==> src/rtl/adxl355_pkg.sv <==
// Shared constants for the ADXL355 sync/drdy generator: config select codes
// and the microsecond-to-cycle conversion used at elaboration.
package adxl355_pkg;

   typedef enum logic {
      CFG_WIDTH = 1'b0,
      CFG_DELAY = 1'b1
   } cfg_sel_e;

   function automatic longint unsigned us_to_cycles(input longint unsigned us,
                                                    input longint unsigned clk_hz);
      return (us * clk_hz) / 64'd1000000;
   endfunction

endpackage

==> src/rtl/adxl355_drdy_chan.sv <==
// One sensor channel: staged/live width and delay registers, width and delay
// down-counters, pending drdy state and sticky overrun flag.
module adxl355_drdy_chan
   import adxl355_pkg::*;
#(
   parameter int                     TIMING_BITS = 18,
   parameter logic [TIMING_BITS-1:0] W_RST       = '0,
   parameter logic [TIMING_BITS-1:0] D_RST       = '0
) (
   input  logic                   i_clk,
   input  logic                   i_rstn,
   input  logic                   i_sync,
   input  logic                   i_we,
   input  logic                   i_sel,
   input  logic [TIMING_BITS-1:0] i_data,
   input  logic                   i_overrun_clr,
   output logic                   o_sync,
   output logic                   o_drdy,
   output logic                   o_overrun
);

   localparam logic [TIMING_BITS-1:0] ONE = TIMING_BITS'(1);

   logic [TIMING_BITS-1:0] w_stg, d_stg, w_live, d_live, w_cnt, d_cnt;
   logic [TIMING_BITS-1:0] w_stg_nxt, d_stg_nxt;
   logic                   pend;

   // A write coincident with a sync must reach the live registers on that sync.
   always_comb begin
      w_stg_nxt = w_stg;
      d_stg_nxt = d_stg;
      if (i_we && i_sel == CFG_WIDTH) w_stg_nxt = i_data;
      if (i_we && i_sel == CFG_DELAY) d_stg_nxt = i_data;
   end

   always_ff @(posedge i_clk or negedge i_rstn) begin
      if (!i_rstn) begin
         w_stg     <= W_RST;
         d_stg     <= D_RST;
         w_live    <= W_RST;
         d_live    <= D_RST;
         w_cnt     <= '0;
         d_cnt     <= '0;
         pend      <= 1'b0;
         o_sync    <= 1'b0;
         o_drdy    <= 1'b0;
         o_overrun <= 1'b0;
      end else begin
         w_stg <= w_stg_nxt;
         d_stg <= d_stg_nxt;
         if (i_sync) begin
            // counters start from the values live before this sync latches
            w_live <= w_stg_nxt;
            d_live <= d_stg_nxt;
            w_cnt  <= w_live;
            o_sync <= (w_live != '0);
            d_cnt  <= d_live;
            pend   <= (d_live != '0);
            o_drdy <= (d_live == '0);
            if (pend)               o_overrun <= 1'b1;
            else if (i_overrun_clr) o_overrun <= 1'b0;
         end else begin
            w_cnt  <= (w_cnt != '0) ? w_cnt - ONE : '0;
            o_sync <= (w_cnt > ONE);
            o_drdy <= pend && (d_cnt == ONE);
            if (pend) begin
               d_cnt <= d_cnt - ONE;
               if (d_cnt == ONE) pend <= 1'b0;
            end
            if (i_overrun_clr) o_overrun <= 1'b0;
         end
      end
   end

endmodule

==> src/rtl/adxl355_drdy_multi.sv <==
// Multi-channel ADXL355 sync/drdy generator: config decode, per-channel
// generators, sync-loss timeout and received-sync counter.
module adxl355_drdy_multi
   import adxl355_pkg::*;
#(
   parameter int unsigned CLK_HZ        = 40000000,
   parameter int unsigned CHANNELS      = 2,
   parameter int unsigned TIMING_BITS   = 18,
   parameter int unsigned SYNC_WIDTH_US = 20,
   parameter int unsigned DRDY_DELAY_US = 50,
   parameter int unsigned TIMEOUT_US    = 2000,
   localparam int         CH_W          = (CHANNELS > 1) ? $clog2(CHANNELS) : 1
) (
   input  logic                   i_clk,
   input  logic                   i_rstn,
   input  logic                   i_clk_sync,
   input  logic                   i_cfg_we,
   input  logic [CH_W-1:0]        i_cfg_ch,
   input  logic                   i_cfg_sel,
   input  logic [TIMING_BITS-1:0] i_cfg_data,
   input  logic                   i_overrun_clr,
   output logic [CHANNELS-1:0]    o_clk_sync,
   output logic [CHANNELS-1:0]    o_clk_drdy,
   output logic [CHANNELS-1:0]    o_overrun,
   output logic                   o_sync_lost,
   output logic [15:0]            o_sync_cnt
);

   localparam longint unsigned SYNC_CYC    = us_to_cycles(SYNC_WIDTH_US, CLK_HZ);
   localparam longint unsigned DELAY_CYC   = us_to_cycles(DRDY_DELAY_US, CLK_HZ);
   localparam longint unsigned TIMEOUT_CYC = us_to_cycles(TIMEOUT_US, CLK_HZ);
   localparam longint unsigned T_LIMIT     = 64'd1 << TIMING_BITS;
   localparam int              TO_W        = (TIMEOUT_CYC > 1) ? $clog2(TIMEOUT_CYC + 1) : 1;

   localparam logic [TIMING_BITS-1:0] W_RST  = TIMING_BITS'(SYNC_CYC);
   localparam logic [TIMING_BITS-1:0] D_RST  = TIMING_BITS'(DELAY_CYC);
   localparam logic [TO_W-1:0]        TO_MAX = TO_W'(TIMEOUT_CYC);

   if (SYNC_CYC >= T_LIMIT || DELAY_CYC >= T_LIMIT) begin : g_bad_timing
      $error("default width/delay does not fit TIMING_BITS");
   end
   if (CHANNELS < 1 || CHANNELS > 8) begin : g_bad_channels
      $error("CHANNELS must be 1..8");
   end

   logic [CHANNELS-1:0] chan_we;
   logic [TO_W-1:0]     to_cnt, to_nxt;

   // Channel numbers at or above CHANNELS match no instance and are dropped.
   always_comb begin
      chan_we = '0;
      for (int c = 0; c < int'(CHANNELS); c++)
         if (i_cfg_we && i_cfg_ch == CH_W'(c)) chan_we[c] = 1'b1;
   end

   for (genvar c = 0; c < int'(CHANNELS); c++) begin : g_chan
      adxl355_drdy_chan #(
         .TIMING_BITS (TIMING_BITS),
         .W_RST       (W_RST),
         .D_RST       (D_RST)
      ) u_chan (
         .i_clk         (i_clk),
         .i_rstn        (i_rstn),
         .i_sync        (i_clk_sync),
         .i_we          (chan_we[c]),
         .i_sel         (i_cfg_sel),
         .i_data        (i_cfg_data),
         .i_overrun_clr (i_overrun_clr),
         .o_sync        (o_clk_sync[c]),
         .o_drdy        (o_clk_drdy[c]),
         .o_overrun     (o_overrun[c])
      );
   end

   always_comb begin
      to_nxt = to_cnt;
      if (i_clk_sync)            to_nxt = '0;
      else if (to_cnt != TO_MAX) to_nxt = to_cnt + TO_W'(1);
   end

   always_ff @(posedge i_clk or negedge i_rstn) begin
      if (!i_rstn) begin
         to_cnt      <= '0;
         o_sync_lost <= 1'b0;
         o_sync_cnt  <= '0;
      end else begin
         to_cnt      <= to_nxt;
         o_sync_lost <= (to_nxt == TO_MAX);
         if (i_clk_sync) o_sync_cnt <= o_sync_cnt + 16'd1;
      end
   end

endmodule
==> config.mk <==
export PLATFORM = sky130hd
export DESIGN_NAME = adxl355_drdy_multi
export DESIGN_NICKNAME = d
export VERILOG_FILES = /design/src/rtl/adxl355_pkg.sv /design/src/rtl/adxl355_drdy_chan.sv /design/src/rtl/adxl355_drdy_multi.sv
export SDC_FILE = /design/constraint.sdc
export NUM_CORES = 1
export LEC_CHECK = 0
export CAP_MARGIN = 10
export CORE_MARGIN = 2
export CORE_UTILIZATION = 40
export DETAILED_ROUTE_END_ITERATION = 16
export PLACE_DENSITY = 0.62
export SKIP_LAST_GASP = 1
export SYNTH_ARGS = -nofsm -noshare
export SYNTH_HDL_FRONTEND = slang
export SYNTH_HIERARCHICAL = 1
export SYNTH_SLANG_ARGS = --single-unit
==> constraint.sdc <==
create_clock -name i_clk -period 7.05 [get_ports i_clk]
set_input_delay 0.705 -clock i_clk [delete_from_list [all_inputs] [get_ports i_clk]]
set_output_delay 0.705 -clock i_clk [all_outputs]
set_load 0.005 [all_outputs]
==> run summary <==
Syn nets -> 1,098
Initial Util -> 40.3%
Std-Cell Rows -> 63
WL met1 -> 11,900 µm
Cts-stage hold buffer count -> 0
Synthesized instance count -> 1,062
Synth Register Bits -> 258
Tightest Hold Check Type -> in2async
Max Cap Viol -> 0
Fill cell count -> 2,735
Ys Warns -> 6
Seq pwr share -> 48.2%
Die footprint -> 31,000 µm²
# resized after CTS -> 0
Final Non-Filler Cells -> 1,513
VDD IR-drop max -> 200 µV
Fmax -> 369 MHz
Fin. Hold Viols -> 0
Longest Clk Path Bufs -> 3
Die Y -> 176 µm
Most area-consuming cells after synthesis -> dfrtp_1 (47%), mux2_2 (11%), dfstp_2 (8.0%)
Share of post-route cells with drive strength above 1 -> 20.6%
Largest net degree at the start of global routing -> 139
Routability congestion estimate -> 0.821
Length of routed met2 wiring -> 12,300 µm
HPWL Detailed -> 16,800 µm
CP startpoint kind -> flop
CTS buffer count -> 29
Power Density -> 310 nW/µm²
Total grt overflow -> 0
Period utilisation layout -> 38.4%
Status -> completed
Critical Path Source -> to_cnt[1]
Area of the mapped netlist -> 11,800 µm²
Crit. End Element -> flop
Post-synthesis sequential area ratio -> 54.9%
Count of input and output buffers -> 47
Clk sinks -> 258
Synth area leader -> dfrtp_1
Crit Path Class -> reg2reg
Clk slew on worst S/H paths -> 0.06 ns
Die Wd -> 176 µm
Antenna violations before repair -> 0
Final nets -> 1,136
Via count -> 8,076
Pre-Repair DR Iteration Count -> 4
First-pass GRT wire length -> 43,300 µm
Sw Ratio -> 28.2%
Net switching power -> 1.19 mW
Least-Margin Pin Slew -> 0.950 ns
Clk pwr share -> 35.5%
Via density -> 5.34
IO Pins -> 48
Finished Core Util -> 46.4%
Data required time of the worst path -> 7.48 ns
Setup TNS -> 0 ns
Area grow syn2layout -> 15.2%
WL met3 -> 1310 µm
# setup viols final -> 0
Clock latency on the worst-skew pair -> 0.54 ns
Clock period minus final worst setup slack -> 2.71 ns
Most frequent cells in the layout -> dfrtp_1 (222), nor2_1 (152), mux2_2 (112)
Fraction of registers with async set/reset -> 100%
Leak pwr -> 5.47 nW
Most common flop cell mapped by yosys -> dfrtp_1
Vias in the first global route -> 8,091
RSZ-0062 raised after global routing -> no
H-tree Lvls -> 1
# DRC -> 0
Post CTS Setup Buffer Count -> 0
Routed len/inst -> 17.1 µm
Pins Over Slew Limit -> 0
Int Power -> 3.04 mW
EDFF count, synth -> 0
Crit path DAT -> 3.14 ns
GRT Util Overall -> 17.2%
Synth unique cells -> 61
Top sig layer -> met4
Slew margin rel. -> 36.7%
Logic pwr share -> 16.2%
Root buf cell -> clkbuf_16
1st-iter DRT viols -> 446
Final WL -> 25,900 µm
Commonest non-fill, non-tap cell in the layout -> dfrtp_1
Worst-path fanout max -> 10
Share of the synthesized area in the top cell type -> 46.9%
Reg2reg start -> to_cnt[1]
Post-DRT Antenna Nets -> 0
DP Cell Count -> 1,459
Antenna cells -> 0
Core area -> 29,400 µm²
Avg Cell Area, Syn -> 11.2 µm²
CTS tree -> yes
Worst Clk Skew -> 0.0185 ns
-- stage by stage --
stage / setup WS, ns / hold slack, ns / total power [mW] / area, µm²
6_report: 4.34 / 0.236 / 4.23 / 13600
5_1_grt: 4.23 / 0.307 / 4.47 / 13600
4_1_cts: 4.32 / 0.281 / 4.28 / 13600
3_5_place_dp: 4.06 / 0.466 / 2.75 / 12700
3_3_place_gp: 4.08 / 0.466 / 2.73 / 12700
2_1_floorplan: 4.62 / 0.409 / 2.49 / 11800
-- worst max-delay path, stage by stage (launching register included) --
cell,delay [ns]
dfrtp_1,0.45
ha_1,0.32
nand3_4,0.17
or4b_1,0.56
a221o_1,0.31
or4_4,0.49
nor4_2,0.30
-- final timing paths --
path                                                   end  slack [ns]  depth (start not counted)
worst max-delay path                           o_sync_lost        4.34                          6
worst min-delay path                             to_cnt[1]        0.24                          1
worst max register to register                 o_sync_lost        4.34                          6
worst min register to register              o_sync_cnt[15]        0.48                          1
max in group asynchronous       g_chan[1].u_chan/w_live[3]        5.63                          2
min in group i_clk                          o_sync_cnt[15]        0.48                          1
-- power by group through the flow --
stage / sequential, mW / combinational, mW / clock (mW)
final: 2.04 / 0.687 / 1.50
after global placement: 2.05 / 0.672 / 0
after CTS: 2.04 / 0.697 / 1.54
after floorplan: 1.98 / 0.506 / 0
after detailed placement: 2.06 / 0.693 / 0
after global routing: 2.08 / 0.780 / 1.61
-- layer usage --
layer  vias up  GRT usage [%]
li1       3852              -
met3        32           2.71
met5         -              0
met1      4047           23.9
met4         0           3.75
met2       145           28.6
-- synth_stat cells, types with 19 or more instances --
cell type	n
clkbuf_1	28
nand2_1	76
o31ai_1	25
o21ai_0	51
xor2_1	19
nand3_1	22
dfrtp_1	222
dfstp_2	36
inv_1	19
mux2_2	112
xnor2_1	42
nor4_1	22
nor2_1	152
nor3_1	25
-- layout make-up --
cell class	instances	area [µm²]	area share, %
inverter	21	78.8	0.578
tap	390	488	3.58
clock buffer	45	876	6.42
timing repair buffer	50	512	3.75
sequential	258	6500	47.6
clock inverter	9	92.6	0.678
multi-input combinational	740	5100	37.4
-- registers in the layout, summed over array words and instances, names as in the netlist --
register,count
o_sync_cnt,16
g_chan.u_chan/o_overrun,2
g_chan.u_chan/d_stg,36
to_cnt,17
g_chan.u_chan/w_cnt,36
g_chan.u_chan/d_live,36
g_chan.u_chan/w_stg,36
g_chan.u_chan/o_sync,2
g_chan.u_chan/pend,2
o_sync_lost,1
g_chan.u_chan/w_live,36
g_chan.u_chan/d_cnt,36
g_chan.u_chan/o_drdy,2
-- cell families after synthesis --
kind of cell | count (synthesis) | share of synthesized area (%)
xor+xnor | 61 | 4.51
compound gates | 138 | 7.57
fa+ha+maj | 11 | 1.16
flops | 258 | 54.9
simple gates | 410 | 18.5
buf+inv | 64 | 2.08
mux | 120 | 11.3
No activity file was read; power rests on OpenSTA's default activity.
==> RTL edit 1 (same settings) <==
`TIMING_BITS` is set to 18 in 2 places; all go to 17.
--- a/src/rtl/adxl355_drdy_chan.sv
+++ b/src/rtl/adxl355_drdy_chan.sv
@@ -5,3 +5,3 @@
 #(
-   parameter int                     TIMING_BITS = 18,
+   parameter int                     TIMING_BITS = 17,
    parameter logic [TIMING_BITS-1:0] W_RST       = '0,
--- a/src/rtl/adxl355_drdy_multi.sv
+++ b/src/rtl/adxl355_drdy_multi.sv
@@ -7,3 +7,3 @@
    parameter int unsigned CHANNELS      = 2,
-   parameter int unsigned TIMING_BITS   = 18,
+   parameter int unsigned TIMING_BITS   = 17,
    parameter int unsigned SYNC_WIDTH_US = 20,
Ports: changed (resized i_cfg_data); port bits go from 48 to 47. No check against the original RTL was run, so the function may have changed too.
==> RTL edit 1 against the unedited design <==
  * Synthesized cell count down 8.9%
  * Routed wire length down 11%
  * Cell area is 6.1% lower
  * Die area decreased by 6.1%
  * Worst setup slack worse by 0.055 ns
  * Non-clock buffer count did not move
  * Sequential cell count shrank 12
  * Sequential power shrank 4%
  * Highest routed layer unchanged
  * Combinational power hardly changed
  * Fmax down 2.0%
  * Worst hold slack lost 0.085 ns
  * Total power is 3.7% lower
  * Synthesized area fell by 6.3%
==> RTL edit 1: results (changes against the unedited design) <==
Status = finished, final reports clean
Post-Synthesis Cells = 968 (-8.9%)
PD cells = 318 mW/mm² (+2.6%)
VDD IR max = 0.194 mV (-2.9%)
Most frequent cells after synthesis = dfrtp_1 (210), mux2_2 (123), nor2_1 (111), nand2_1 (77), xnor2_1 (64)
Worst reg2reg setup slack = 4.29 ns (-0.05 ns)
Multi-input logic cell count = 665 (-10%)
CTS Buf Count = 27 (-6.9%)
GP Congestion = 0.811 (-1.2%)
Tcrit/Tclk final = 39.2% (+0.78 points)
Final Skew = 0.00766 ns (-0.0108 ns)
Non-clk buf share = 3.97% (+0.22 points)
PortBufs = 46 (-2.1%)
Die Wd = 171 µm (-3.1%)
Non-filler instance count after layout = 1399 (-7.5%)
GR Layer Usage met2 = 25.2% (-3.4 points)
Vias/cell = 5.16 (-3.4%)
Layout cell share with drive strength beyond 1 = 23.0% (+2.4 points)
Final wirelength = 23000 µm (-11%)
Worst EP arrival = 3.18 ns (+0.04 ns)
Pre-CTS setup slack = 3.80 ns (-0.266 ns)
Fin Hold WS = 0.152 ns (-0.0845 ns)
TritonRoute pass-1 iters = 5 (+1)
Seq/Total Area, Yosys = 55.8% (+0.97 points)
Yosys reg bits = 246 (-4.7%)
Global-route met3 utilization = 2.64% (-0.076 points)
Largest net degree at the start of global routing = 161 (+16%)
RTL edit 1: changes by cell type after synthesis, moves of 9 or more:
| cell | before | now |
|---|---|---|
| nor2_1 | 152 | 111 |
| o31ai_1 | 25 | 2 |
| xnor2_1 | 42 | 64 |
| o31a_1 | 14 | 0 |
| a31oi_1 | 12 | 0 |
| dfrtp_1 | 222 | 210 |
| mux2_2 | 112 | 123 |
| o21ai_0 | 51 | 42 |
RTL edit 1: report_power, final:
| part | internal [mW] | switching, mW | total (mW) | leakage (nW) |
|---|---|---|---|---|
| registers | 1.73 | 0.232 | 1.96 | 2.92 |
| logic | 0.364 | 0.324 | 0.688 | 1.83 |
| clock network | 0.862 | 0.567 | 1.43 | 0.453 |
RTL edit 1: cell families after synthesis:
| group | share of synthesized area [%] |
|---|---|
| and+or+nand+nor | 16.1 |
| AOI/OAI and AO/OA | 5.31 |
| buffers and inverters | 2.11 |
| xor gates and xnor gates | 6.63 |
| adders and majority gates | 1.24 |
| muxes | 12.7 |
| DFF | 55.8 |
==> RTL edit 2 (same settings) <==
Made on the original files. Put one more register stage on the output `o_sync_cnt`, without a reset. The value now appears one clock later. The other outputs are not delayed to match.
--- a/src/rtl/adxl355_drdy_multi.sv
+++ b/src/rtl/adxl355_drdy_multi.sv
@@ -37,2 +37,4 @@
    localparam logic [TO_W-1:0]        TO_MAX = TO_W'(TIMEOUT_CYC);
+
+   logic [15:0] o_sync_cnt_s0;
 
@@ -84,3 +86,3 @@
          o_sync_lost <= 1'b0;
-         o_sync_cnt  <= '0;
+         o_sync_cnt_s0 <= '0;
       end else begin
@@ -88,3 +90,3 @@
          o_sync_lost <= (to_nxt == TO_MAX);
-         if (i_clk_sync) o_sync_cnt <= o_sync_cnt + 16'd1;
+         if (i_clk_sync) o_sync_cnt_s0 <= o_sync_cnt_s0 + 16'd1;
       end
@@ -92,2 +94,6 @@
 
+   always_ff @(posedge i_clk) begin
+      o_sync_cnt <= o_sync_cnt_s0;
+   end
+
 endmodule
Formal check against the unedited RTL: not equivalent (a bounded check fails within 4 cycles, from zero or initial values and one cycle with i_rstn low).
==> RTL edit 2 against the unedited design <==
  * Final cell count up 0.59%
  * Total power up 6.5%
  * Routed wire length down 1.5%
  * Worst setup slack better by 0.19 ns
  * Synthesized area up 2.2%
  * Count of clock-buffer cells in the layout down 11
  * Sequential cell count up 16
  * Synthesized cell count up 1.0%
  * Clock skew down 0.0076 ns
  * Cell area up 2.7%
==> RTL edit 2: results (changes against the unedited design) <==
Fill count = 2714 (-0.77%)
GR Layer Usage met2 = 26.5% (-2.1 points)
FFs w/ async S/R, synth = 94.2% (-5.8 points)
Worst EP arrival = 2.92 ns (-0.22 ns)
First-pass GRT wire length = 42100 µm (-2.7%)
Seq/Total Area, Yosys = 56.3% (+1.4 points)
Vias/cell = 5.25 (-1.6%)
Initial DRC count = 454 (+1.8%)
Mapped Avg Cell Area = 11.3 µm² (+1.2%)
Post-DP Area = 0.0129 mm² (+2.1%)
Max transition margin = 27.5% (-9.2 points)
HPWL after detailed placement = 16500 µm (-1.9%)
Non-filler instance count after layout = 1522 (+0.59%)
CTS Buf Count = 28 (-3.4%)
Synth area leaders = dfrtp_1 (46%), mux2_2 (10%), dfstp_2 (7.8%)
CP max stage cell = nor3b_1
Pre-CTS setup slack = 4.10 ns (+0.0344 ns)
Vias in the first global route = 8033 (-0.72%)
Clock buffer depth = 3 (unchanged)
Leakage Power = 5.68 nW (+3.8%)
Psw = 1.20 mW (+0.84%)
GP Congestion = 0.801 (-2.5%)
VDD IR max = 0.210 mV (+4.7%)
Status = finished, final reports clean
Most frequent cells after synthesis = dfrtp_1 (222), nor2_1 (162), mux2_2 (111), nand2_1 (78), o21ai_0 (50)
Final wirelength = 25500 µm (-1.5%)
GRT Overall Usage = 16.6% (-0.61 points)
Placed insts = 1470 (+0.75%)
Final Skew = 0.0109 ns (-0.00760 ns)
CP peak stage delay = 0.68 ns (+0.12 ns)
[RTL edit 2: final cells by class]
type,instances,area [µm²],area share (%)
repair buffers,50,512,3.65
well taps,390,488,3.48
flip-flops and latches,274,6820,48.7
clock buffers,34,795,5.67
clock inverters,18,272,1.94
inverters,23,86.3,0.616
multi-input cells,733,5040,36.0
[RTL edit 2: cells by family after synthesis]
logic type | Yosys count | synth area share (%)
compound gates | 134 | 7.23
xor+xnor | 62 | 4.48
fa+ha+maj | 11 | 1.14
buf+inv | 66 | 2.09
flops | 274 | 56.3
mux | 118 | 10.9
simple gates | 408 | 17.8
[RTL edit 2: power by group through the flow]
stage | clock network, mW | registers (mW) | logic, mW
floorplan | 0 | 2.09 | 0.500
global placement | 0 | 2.16 | 0.667
detailed placement | 0 | 2.17 | 0.684
CTS | 1.73 | 2.15 | 0.687
global route | 1.79 | 2.19 | 0.766
finish | 1.68 | 2.15 | 0.676
[RTL edit 2: worst paths after layout]
kind / startpoint / end / slack (ns)
max: g_chan[0].u_chan/w_cnt[0] / g_chan[0].u_chan/w_cnt[4] / 4.53
min: i_rstn / g_chan[1].u_chan/o_sync / 0.21
max reg2reg: g_chan[0].u_chan/w_cnt[0] / g_chan[0].u_chan/w_cnt[4] / 4.53
min reg2reg: o_sync_cnt_s0[15] / o_sync_cnt[15] / 0.40
min in group i_clk: o_sync_cnt_s0[15] / o_sync_cnt[15] / 0.40
max in group asynchronous: i_rstn / o_sync_cnt_s0[15] / 5.54
[RTL edit 2: layer usage]
layer  wire, µm  share of wire, %  vias up
li1           -                 -     3859
met1      12400                49     3983
met2      11600                46      121
met3       1020               4.0       30
met4        429               1.7        0
met5          0                 0        -
